**src/rtl/counter_pkg.sv**
```systemverilog
// Shared constants and helpers for the parametrised up/down counter.
package counter_pkg;

    localparam logic DIR_DOWN  = 1'b0;
    localparam logic DIR_UP    = 1'b1;
    localparam logic MODE_WRAP = 1'b0;
    localparam logic MODE_SAT  = 1'b1;

    // Ceiling log2, used to size the prescaler phase register.
    function automatic int clog2(input int unsigned value);
        int result;
        result = 0;
        for (int i = 0; i < 32; i++) begin
            if ((64'd1 << i) < 64'(value)) begin
                result = i + 1;
            end
        end
        return result;
    endfunction

endpackage

```
**src/rtl/counter_prescaler.sv**
```systemverilog
// Enable-gated prescaler: emits one tick every DIV enabled cycles.
module counter_prescaler
    import counter_pkg::*;
#(
    parameter int unsigned DIV = 1
) (
    input  logic clk,
    input  logic rst,
    input  logic en,
    input  logic clr,
    output logic tick
);

    // A divide-by-1 still needs a one-bit register to keep the code uniform.
    localparam int PW = (clog2(DIV) < 1) ? 1 : clog2(DIV);
    localparam logic [PW-1:0] LAST = PW'(DIV - 1);

    logic [PW-1:0] phase;

    // Phase advances only on enabled cycles; en=0 freezes it, clr restarts it.
    always_ff @(posedge clk) begin
        if (rst || clr) begin
            phase <= '0;
        end else if (en) begin
            phase <= (phase == LAST) ? '0 : phase + PW'(1);
        end
    end

    // Tick is combinational so the count steps on the edge closing the period.
    always_comb begin
        tick = en && !clr && (phase == LAST);
    end

endmodule

```
**src/rtl/param_updown_counter.sv**
```systemverilog
// Parametrised up/down counter with load, prescaler, wrap/saturate and overflow flag.
module param_updown_counter
    import counter_pkg::*;
#(
    parameter int unsigned WIDTH     = 4,
    parameter int unsigned MOD_MAX   = 2**WIDTH - 1,
    parameter int unsigned PRESC_DIV = 1
) (
    input  logic             clk,
    input  logic             rst,
    input  logic             en,
    input  logic             load,
    input  logic [WIDTH-1:0] load_val,
    input  logic             dir,
    input  logic             sat_mode,
    input  logic             ovf_clr,
    output logic [WIDTH-1:0] count,
    output logic             tc,
    output logic             wrap_pulse,
    output logic             ovf
);

    localparam logic [WIDTH-1:0] MAX_VAL = WIDTH'(MOD_MAX);

    logic             tick;
    logic             boundary;
    logic [WIDTH-1:0] load_clamped;

    // A load restarts the prescaler period so the next step is a full period away.
    counter_prescaler #(
        .DIV (PRESC_DIV)
    ) u_prescaler (
        .clk  (clk),
        .rst  (rst),
        .en   (en),
        .clr  (load),
        .tick (tick)
    );

    // Terminal count depends on the live dir so it follows a direction change at once.
    always_comb begin
        tc           = (dir == DIR_UP) ? (count == MAX_VAL) : (count == '0);
        boundary     = tick && tc;
        load_clamped = (load_val > MAX_VAL) ? MAX_VAL : load_val;
    end

    // Count register: load beats a tick step; boundaries wrap explicitly or hold.
    always_ff @(posedge clk) begin
        if (rst) begin
            count      <= '0;
            wrap_pulse <= 1'b0;
        end else if (load) begin
            count      <= load_clamped;
            wrap_pulse <= 1'b0;
        end else if (tick) begin
            wrap_pulse <= boundary;
            if (boundary) begin
                if (sat_mode == MODE_WRAP) begin
                    count <= (dir == DIR_UP) ? '0 : MAX_VAL;
                end
            end else begin
                count <= (dir == DIR_UP) ? count + WIDTH'(1) : count - WIDTH'(1);
            end
        end else begin
            wrap_pulse <= 1'b0;
        end
    end

    // Sticky overflow: a boundary step in the same cycle outranks a clear request.
    always_ff @(posedge clk) begin
        if (rst) begin
            ovf <= 1'b0;
        end else if (!load && boundary) begin
            ovf <= 1'b1;
        end else if (ovf_clr) begin
            ovf <= 1'b0;
        end
    end

endmodule
```
**config.mk**
```make
export PLATFORM = sky130hd
export DESIGN_NAME = param_updown_counter
export DESIGN_NICKNAME = d
export VERILOG_FILES = /design/src/rtl/counter_pkg.sv /design/src/rtl/counter_prescaler.sv /design/src/rtl/param_updown_counter.sv
export SDC_FILE = /design/constraint.sdc
export NUM_CORES = 1
export LEC_CHECK = 0
export ABC_AREA = 0
export CORE_MARGIN = 2
export CORE_UTILIZATION = 25
export DETAILED_ROUTE_END_ITERATION = 7
export SLEW_MARGIN = 0
export SYNTH_ARGS = -nofsm -noshare
export SYNTH_HDL_FRONTEND = slang
export SYNTH_HIERARCHICAL = 1
export SYNTH_SLANG_ARGS = --single-unit
```
**constraint.sdc**
```tcl
create_clock -name clk -period 3.07 [get_ports clk]
set_clock_uncertainty 0.2 [all_clocks]
set_input_delay 0.614 -clock clk [delete_from_list [all_inputs] [get_ports clk]]
set_output_delay 0.614 -clock clk [all_outputs]
set_load 0.03 [all_outputs]
```
==> results.toml <==
[power_and_ir_drop]
clockPowerShare = 0.289
pwr-share-seq = 0.364
switchingPower_mw = 0.0778
intPower_mw = 0.172
peakVddDrop_mv = 0.234
share_comb_of_total_power = 0.347
swShare = 0.311
powerDensity_nw_per_um2 = 388
p_leak_nw = 0.277

[clocking]
clkLatencyLatePin_ps = 240
postCtsHoldBufs = 0
clkTransAtPathRegs_ps = 40
clock-sinks = 6
numCtsBuffers = 3
cts_tree = "built"
clockBufferDepth = 2
ctsResizeCount = 0
post_cts_buffers = 0
cts_max_level = 1
cts-root-buf = "clkbuf_4"

[floorplan]
dieArea_um2 = 2080
fp.dieW_um = 45.6
core_um2 = 1670
initial_utilization = 0.259
pin_count = 18
die_h_um = 45.6
rows = 15

[synth]
synth_common_cells = "dfxtp_1 (6), inv_1 (4), nand2_1 (3), nor3_1 (3), xnor2_1 (3)"
syn-num-nets = 61
yosysWarnings = 6
yosysTopAreaCell = "dfxtp_1"
synth_area_leaders = "dfxtp_1 (28%), xnor2_1 (6.1%), ha_1 (5.8%)"
synth_area_per_cell_um2 = 9.21
ys_seq_area_frac = 0.277
synth-edff-count = 0
syn_area_um2 = 433
async_flop_share = 0
synth_cells = 47
synth.most_common_cell = "dfxtp_1"
ys_dominant_reg_cell = "dfxtp_1"
synth_top_area_frac = 0.277
ys_seq_elements = 6
synth_cell_types = 28

[timing]
setup_slack_ps = 405
timing.final.crit_share = 0.868
slew_violations = 0
worstMarginPinSlew_ps = 308
relSlewSlack = 0.794
max_freq_mhz = 375
setup_tns_ps = 0
finalSetupViolCount = 0
rsz0062_at_grt = "no"
final_hold_viol_count = 0
post-route-min-period_ps = 2660

[critical_path]
start_kind = "input port"
slowest_delay_ps = 440
worstSetupStartpoint = "dir"
crit_path_end_kind = "output pin"
crit_arrival_ps = 1850
critPathSlowestCell = "clkdlybuf4s50_1"
worstPathMaxFanout = 6
path_class = "in -> out"
r2r-start = "count[3]"
crit_chain = "clkdlybuf4s50_1 > inv_1 > mux2_4 > clkinv_2 > buf_4"
crit_required_ps = 2260

[global_routing]
grt_antenna_before_repair = 0
grt.total_usage = 0.114
grt_max_degree = 8
grt_first_pass_wirelength_um = 1730
grt_pass1_vias = 389
grt-ovfl-total = 0

[route]
wirelength_um = 970
vias = 419
vias_per_cell = 4.99
wl_per_cell_um = 11.5
drcViolationCount = 0
detail-route-antenna-nets = 0
drt_first_pass_iters = 3
first_iter_violations = 5

[layout]
syn_to_final_growth_pct = 48.8
drive_gt1_frac = 0.149
post-route-util = 0.386
nets = 83
fin_cells = 84
diodes = 0
num-fill-cells = 169

[placed_design]
dpl.hpwl_um = 779
place_congestion = 0.747
io_buffer_count = 17
place_inst = 81
pre_cts_slack_ps = 239

[flow_run]
max-cap-violations = 0

[min_path]
timing.hold.worst.class = "reg -> reg"
hold_start = "ovf"

[outcome]
status = "finished clean"
## layer usage
layer  vias to the layer above  wire [um]  share of wire  GRT usage
li1                        218          -              -          -
met2                        10        444           0.46      0.166
met3                         0         56          0.058     0.0476
met5                         -          0              0          0
met1                       191        469           0.48      0.158
met4                         0          0              0     0.0176
## placed cells by master (no fill, tap or decap), drive strengths merged, types with 3 or more instances in the layout
cell type      instances
dfxtp                  6
inv                    4
clkdlybuf4s50         16
clkbuf                 3
nor3                   3
xnor2                  3
nand2                  3
## flip-flops by register name, summed over array words and instances (netlist names)
signal and flops:
count 4, wrap_pulse 1, ovf 1
## logic make-up (layout without fill, tap and decap cells)
logic type	Yosys count	count (layout)	share of synthesized area
buf+inv	5	25	0.0462
xor+xnor	3	3	0.0607
simple gates	16	16	0.223
compound gates	13	13	0.254
mux	1	1	0.0347
fa+ha+maj	3	3	0.104
flops	6	6	0.277
## layout make-up
class / count / area (um^2) / share of cell area
clock buffers: 3 / 22.5 / 0.0350
inverters: 5 / 20.0 / 0.0311
multi-input cells: 36 / 293 / 0.454
flip-flops and latches: 6 / 120 / 0.186
well taps: 17 / 21.3 / 0.0330
repair buffers: 17 / 168 / 0.260
## path summary, 6_finish.rpt
check              to  slack (ps)  depth (start not counted)
max                tc         410                          5
max reg2reg  count[1]         970                          6
min               ovf         260                          1
min reg2reg       ovf         260                          1
## critical path: cells and delay by family
kind / cells / cell delay [ps]
buf+inv: 4 / 870
mux: 1 / 360
## per-stage QoR
step	cell area, um^2	total power [mW]	hold slack [ps]
6_report	644	0.250	262
5_1_grt	644	0.269	277
4_1_cts	644	0.256	267
3_5_place_dp	622	0.179	255
3_3_place_gp	622	0.179	246
2_1_floorplan	433	0.144	423
## power by group through the flow
stage	combinational (mW)	clock [mW]	sequential, mW
after floorplan	0.0437	0	0.101
after global placement	0.0864	0	0.0924
after detailed placement	0.0869	0	0.0925
after CTS	0.0873	0.0774	0.0910
after global routing	0.0957	0.0814	0.0918
final	0.0869	0.0723	0.0909
(Power assumes the default switching activity.)
